[src/rtl/apb_pkg.sv]
// Shared types and default widths for the APB master and its helpers.
package apb_pkg;

  localparam int unsigned DEF_ADDR_W  = 3;
  localparam int unsigned DEF_DATA_W  = 8;
  localparam int unsigned DEF_TIMEOUT = 15;

  typedef enum logic [1:0] {
    IDLE,
    SETUP,
    ACCESS,
    RESP
  } apb_mst_state_e;

endpackage

[src/rtl/apb_wait_timer.sv]
// Counts ACCESS cycles with pready low and flags the last cycle before abort.
module apb_wait_timer #(
  parameter int unsigned TIMEOUT = 15
) (
  input  logic i_clk,
  input  logic i_rst,
  input  logic i_clear,
  input  logic i_enable,
  output logic o_expired_c
);

  localparam int unsigned CNT_W = $clog2(TIMEOUT + 1);

  logic [CNT_W-1:0] r_cnt;

  // Wait counter: cleared per transfer, saturates at TIMEOUT so it never wraps
  always_ff @(posedge i_clk) begin
    if (i_rst) begin
      r_cnt <= '0;
    end else if (i_clear) begin
      r_cnt <= '0;
    end else if (i_enable && (r_cnt < CNT_W'(TIMEOUT))) begin
      r_cnt <= r_cnt + CNT_W'(1);
    end
  end

  // Current ACCESS cycle is the TIMEOUT-th one
  assign o_expired_c = (r_cnt == CNT_W'(TIMEOUT - 1));

endmodule

[src/rtl/apb_master.sv]
// Single-outstanding APB master: valid/ready command in, APB transfer, response out.
module apb_master
  import apb_pkg::*;
#(
  parameter int unsigned ADDR_W  = DEF_ADDR_W,
  parameter int unsigned DATA_W  = DEF_DATA_W,
  parameter int unsigned TIMEOUT = DEF_TIMEOUT
) (
  input  logic              pclk,
  input  logic              preset,
  input  logic              cmd_valid,
  output logic              cmd_ready,
  input  logic              cmd_write,
  input  logic [ADDR_W-1:0] cmd_addr,
  input  logic [DATA_W-1:0] cmd_wdata,
  output logic              rsp_valid,
  input  logic              rsp_ready,
  output logic [DATA_W-1:0] rsp_rdata,
  output logic              rsp_err,
  output logic              rsp_timeout,
  output logic              pselx,
  output logic              penable,
  output logic              pwrite,
  output logic [ADDR_W-1:0] paddr,
  output logic [DATA_W-1:0] pwdata,
  input  logic              pready,
  input  logic              pslverr,
  input  logic [DATA_W-1:0] prdata
);

  apb_mst_state_e r_state;
  apb_mst_state_e w_state_nxt;

  logic              w_accept;
  logic              w_timer_clear;
  logic              w_timer_en;
  logic              w_timer_expired;
  logic              w_rsp_load;
  logic [DATA_W-1:0] w_rsp_rdata_nxt;
  logic              w_rsp_err_nxt;
  logic              w_rsp_timeout_nxt;

  logic              r_cmd_ready;
  logic              r_pselx;
  logic              r_penable;
  logic              r_pwrite;
  logic [ADDR_W-1:0] r_paddr;
  logic [DATA_W-1:0] r_pwdata;
  logic              r_rsp_valid;
  logic [DATA_W-1:0] r_rsp_rdata;
  logic              r_rsp_err;
  logic              r_rsp_timeout;

  apb_wait_timer #(
    .TIMEOUT (TIMEOUT)
  ) u_wait_timer (
    .i_clk       (pclk),
    .i_rst       (preset),
    .i_clear     (w_timer_clear),
    .i_enable    (w_timer_en),
    .o_expired_c (w_timer_expired)
  );

  // State register
  always_ff @(posedge pclk) begin
    if (preset) begin
      r_state <= IDLE;
    end else begin
      r_state <= w_state_nxt;
    end
  end

  // Next-state and transfer-control decode
  always_comb begin
    w_state_nxt       = r_state;
    w_accept          = 1'b0;
    w_timer_clear     = 1'b0;
    w_timer_en        = 1'b0;
    w_rsp_load        = 1'b0;
    w_rsp_rdata_nxt   = '0;
    w_rsp_err_nxt     = 1'b0;
    w_rsp_timeout_nxt = 1'b0;
    case (r_state)
      IDLE: begin
        if (cmd_valid) begin
          w_accept    = 1'b1;
          w_state_nxt = SETUP;
        end
      end
      SETUP: begin
        w_timer_clear = 1'b1;
        w_state_nxt   = ACCESS;
      end
      ACCESS: begin
        if (pready) begin
          w_rsp_load      = 1'b1;
          w_rsp_rdata_nxt = r_pwrite ? '0 : prdata;
          w_rsp_err_nxt   = pslverr;
          w_state_nxt     = RESP;
        end else if (w_timer_expired) begin
          w_rsp_load        = 1'b1;
          w_rsp_err_nxt     = 1'b1;
          w_rsp_timeout_nxt = 1'b1;
          w_state_nxt       = RESP;
        end else begin
          w_timer_en = 1'b1;
        end
      end
      RESP: begin
        if (rsp_ready) begin
          w_state_nxt = IDLE;
        end
      end
      default: begin
        w_state_nxt = IDLE;
      end
    endcase
  end

  // Registered outputs decoded from the next state; bus/response fields load on events
  always_ff @(posedge pclk) begin
    if (preset) begin
      r_cmd_ready   <= 1'b1;
      r_pselx       <= 1'b0;
      r_penable     <= 1'b0;
      r_pwrite      <= 1'b0;
      r_paddr       <= '0;
      r_pwdata      <= '0;
      r_rsp_valid   <= 1'b0;
      r_rsp_rdata   <= '0;
      r_rsp_err     <= 1'b0;
      r_rsp_timeout <= 1'b0;
    end else begin
      r_cmd_ready <= (w_state_nxt == IDLE);
      r_pselx     <= (w_state_nxt == SETUP) || (w_state_nxt == ACCESS);
      r_penable   <= (w_state_nxt == ACCESS);
      r_rsp_valid <= (w_state_nxt == RESP);
      if (w_accept) begin
        r_pwrite <= cmd_write;
        r_paddr  <= cmd_addr;
        r_pwdata <= cmd_wdata;
      end
      if (w_rsp_load) begin
        r_rsp_rdata   <= w_rsp_rdata_nxt;
        r_rsp_err     <= w_rsp_err_nxt;
        r_rsp_timeout <= w_rsp_timeout_nxt;
      end
    end
  end

  assign cmd_ready   = r_cmd_ready;
  assign pselx       = r_pselx;
  assign penable     = r_penable;
  assign pwrite      = r_pwrite;
  assign paddr       = r_paddr;
  assign pwdata      = r_pwdata;
  assign rsp_valid   = r_rsp_valid;
  assign rsp_rdata   = r_rsp_rdata;
  assign rsp_err     = r_rsp_err;
  assign rsp_timeout = r_rsp_timeout;

endmodule

[config.mk]
export PLATFORM = sky130hd
export DESIGN_NAME = apb_master
export DESIGN_NICKNAME = d
export VERILOG_FILES = /design/src/rtl/apb_pkg.sv /design/src/rtl/apb_wait_timer.sv /design/src/rtl/apb_master.sv
export SDC_FILE = /design/constraint.sdc
export NUM_CORES = 1
export LEC_CHECK = 0
export ABC_CLOCK_PERIOD_IN_PS = 3300
export CAP_MARGIN = 20
export CORE_AREA = 10 10 64 66
export CTS_CLUSTER_DIAMETER = 100
export DETAILED_ROUTE_END_ITERATION = 10
export DIE_AREA = 0 0 74 76
export PLACE_DENSITY_LB_ADDON = 0.1
export SLEW_MARGIN = 20
export SYNTH_ARGS = -nofsm -noshare
export SYNTH_HDL_FRONTEND = slang
export SYNTH_SLANG_ARGS = --single-unit
[constraint.sdc]
create_clock -name pclk -period 3.3 [get_ports pclk]
set_input_delay 0.66 -clock pclk [delete_from_list [all_inputs] [get_ports pclk]]
set_output_delay 0.66 -clock pclk [all_outputs]
set_load 0.02 [all_outputs]
==> impl_metrics.toml <==
[sta]
relSlewSlack_pct = 58.1
worst_pin_slew_ns = 0.629
fin_ws_ns = 1.14
hold_viol = 0
period_share_pct = 65.6
setup_viol_count_final = 0
final.setup.tns_ns = 0
report.final.slew_viol_count = 0
clock_skew_ns = 0.00849
rsz0062_at_grt = "no"
max_freq_mhz = 462
finalCriticalPeriod_ns = 2.16
fin_hold_ws_ns = 0.487

[die]
die_area_sq_mm = 0.00562
start_util_pct = 42.4
die_x_microns = 74
row_count = 20
ios = 52
core_area_sq_mm = 0.00293
die_h_microns = 76

[routing]
drc = 0
drtAntennaViolNets = 0
firstDrtPassIters = 4
avgViaCountPerCell = 5.17
routedWlPerCell_microns = 15.1
vias = 1066
drt_first_iter_violations = 30
drt_wl_total_microns = 3110

[place]
dp_hpwl_microns = 2370
postPlaceCellArea_sq_mm = 0.00178
io_buffer_count = 51
pre_cts_ws_ns = 0.797
routabilityCongestion = 0.778

[critical_path]
r2r_start = "u_wait_timer.r_cnt[0]"
rrSetupSlack_ns = 1.27
cp.arrival_ns = 2.38
worstSetupStartpoint = "pready"
reg2reg_to = "pselx"
cp_slowest_stage_delay_ns = 0.50
critPathKind = "in -> reg"
rr_worst_depth = 6
endpoint = "pselx"
crit_fanout = 6
crit_path_start_kind = "input port"
cp_cell_sequence = "clkdlybuf4s50_1, a31o_2, a211oi_1, ha_1, nor2b_1"
worst_setup_path_end_kind = "register"
worstPathRequired_ns = 3.52
cp_slowest_cell = "clkdlybuf4s50_1"

[global_routing]
grt_remaining_overflow = 0
grt_pass1_wl_microns = 5020
grt_max_degree = 14
grtUsageTotal_pct = 11.1
grt_antenna_before_repair = 0
grt_pass1_vias = 1045

[clock_network]
cts-htree-levels = 2
clock-sinks = 32
cts_tree = "done"
numCtsBuffers = 5
clkTransAtPathRegs_ns = 0.09
cts_resized = 0
hold_buffers = 0
clock_latency_ns = 0.32
max-clock-path-buffers = 2
clk_root_buffer_cell = "clkbuf_4"
post-cts-setup-buffer-count = 0

[power]
p_leak_nw = 0.745
switchingPower_w = 0.000217
comb_power_share_pct = 20.9
power.density_mw_per_mm2 = 450
swShare_pct = 26.3
power.internal_w = 0.000609
clock_power_share_pct = 27.5
sequentialPowerShare_pct = 51.5
ir_drop_mv = 0.294

[yosys]
synth_top_cell_area_share_pct = 51.6
synthTopCellsByArea = "dfxtp_1 52%, mux2i_1 9.7%, a22o_1 5.6%, ha_1 5.0%, nor2_1 4.5%"
yosys.cell_types.count = 30
yosysTopAreaCell = "dfxtp_1"
netlist_area_sq_mm = 0.00124
ys_warn_count = 0
ys_ff_latch = 32
yosysSeqAreaShare_pct = 51.6
synthCells = 117
synthesis.nets = 148
avgSynthCellArea_sq_um = 10.6

[status]
status = "finished clean"

[worst_hold_path]
holdCritPathClass = "reg -> reg"

[run]
maxCapViolations = 0

[finish]
finalInstanceArea_sq_mm = 0.00184
drive_above_1_share_pct = 6.94
nets = 203
areaGrowthSynthToFinish_pct = 47.9
diodes = 0
==> sequential cells by signal (all words and copies together), names as in the netlist <==
| register | count |
|---|---|
| u_wait_timer.r_cnt | 4 |
| pselx | 1 |
| rsp_timeout | 1 |
| rsp_valid | 1 |
| pwdata | 8 |
| r_state | 2 |
| rsp_err | 1 |
| rsp_rdata | 8 |
| penable | 1 |
| pwrite | 1 |
| paddr | 3 |
| cmd_ready | 1 |
==> how the worst min path moves through the flow <==
stage	start	to	slack (ns)	cells past startpoint
after floorplan	u_wait_timer.r_cnt[0]	u_wait_timer.r_cnt[0]	0.48	2
after global placement	rsp_rdata[3]	rsp_rdata[3]	0.46	1
after detailed placement	rsp_rdata[4]	rsp_rdata[4]	0.46	1
after CTS	rsp_rdata[3]	rsp_rdata[3]	0.49	1
after global routing	rsp_rdata[6]	rsp_rdata[6]	0.50	1
final	rsp_rdata[3]	rsp_rdata[3]	0.49	1
==> cell usage after synthesis <==
cell type   n
nor2b_1     4
nand3_1     3
a21o_1      1
o31ai_1     1
a211oi_1    2
inv_1       6
buf_2       1
clkbuf_1    2
nor3_1      1
or3_1       1
and3b_1     1
a41oi_1     1
a31o_2      1
o21ai_0     2
a311oi_1    2
and4_1      1
nor3b_2     2
buf_4       1
o211a_1     1
nor2_1     15
dfxtp_1    32
ha_1        5
or2_2       1
mux2i_1    12
buf_6       1
a22o_1      8
o211ai_1    1
or3b_1      1
and3_1      1
a21oi_1     6
==> cells by family after synthesis <==
| family | after synthesis | share of synthesized area [%] |
|---|---|---|
| buffers and inverters | 11 | 4.33 |
| flip-flops | 32 | 51.6 |
| adder cells (fa/ha/maj) | 5 | 5.04 |
| multiplexers | 12 | 9.68 |
| AND/OR/NAND/NOR | 31 | 13.8 |
| AO/OA/AOI/OAI | 26 | 15.5 |
==> worst max-delay path, delay by kind of cell <==
| family | cells | cell delay [ns] |
|---|---|---|
| simple gates | 1 | 0.12 |
| buf+inv | 1 | 0.50 |
| compound gates | 2 | 0.77 |
| fa+ha+maj | 1 | 0.32 |
==> power groups by stage <==
stage               Sequential [W]  Combinational (W)  Clock, W
floorplan                 0.000457          0.0000662         0
global placement          0.000433           0.000171         0
detailed placement        0.000435           0.000176         0
CTS                       0.000426           0.000176  0.000238
global route              0.000430           0.000189  0.000260
finish                    0.000426           0.000173  0.000227
==> routing by layer <==
metal,vias to the layer above,wire [microns],global-route usage (%)
li1,527,-,-
met1,492,1180,11.4
met2,45,1520,17.5
met3,2,399,8.07
met4,0,9,2.80
met5,-,0,0
==> through the flow <==
step                instances  util, %  power (W)
detailed placement        198     60.7   0.000610
finish                    206     62.7   0.000826
global route              206     62.7   0.000878
CTS                       206     62.7   0.000841
global placement          198     60.7   0.000605
floorplan                 117        -   0.000523
==> cell usage in the layout (no fill, tap or decap) <==
cell type	Yosys	final
clkbuf_8	0	1
buf_4	1	2
clkbuf_1	2	2
mux2i_1	12	12
and3_1	1	1
o31ai_1	1	1
nor2_1	15	15
nor3_1	1	1
a41oi_1	1	1
nor3b_2	2	2
a311oi_1	2	2
o211ai_1	1	1
a21o_1	1	1
or3b_1	1	1
and4_1	1	1
and3b_1	1	1
nand3_1	3	3
or3_1	1	1
a211oi_1	2	2
clkdlybuf4s50_1	0	51
a21oi_1	6	6
o21ai_0	2	2
ha_1	5	5
a31o_2	1	1
nor2b_1	4	4
dfxtp_1	32	32
clkbuf_4	0	5
or2_2	1	1
o211a_1	1	1
a22o_1	8	8
inv_1	6	6
==> layout make-up <==
cell class	count	area (sq um)
fill	281	1090
multi-input combinational	74	547
tap	33	41.3
sequential	32	641
inverter	6	22.5
clock buffer	8	58.8
timing repair buffer	53	526
Power figures use the tool's default switching activity.
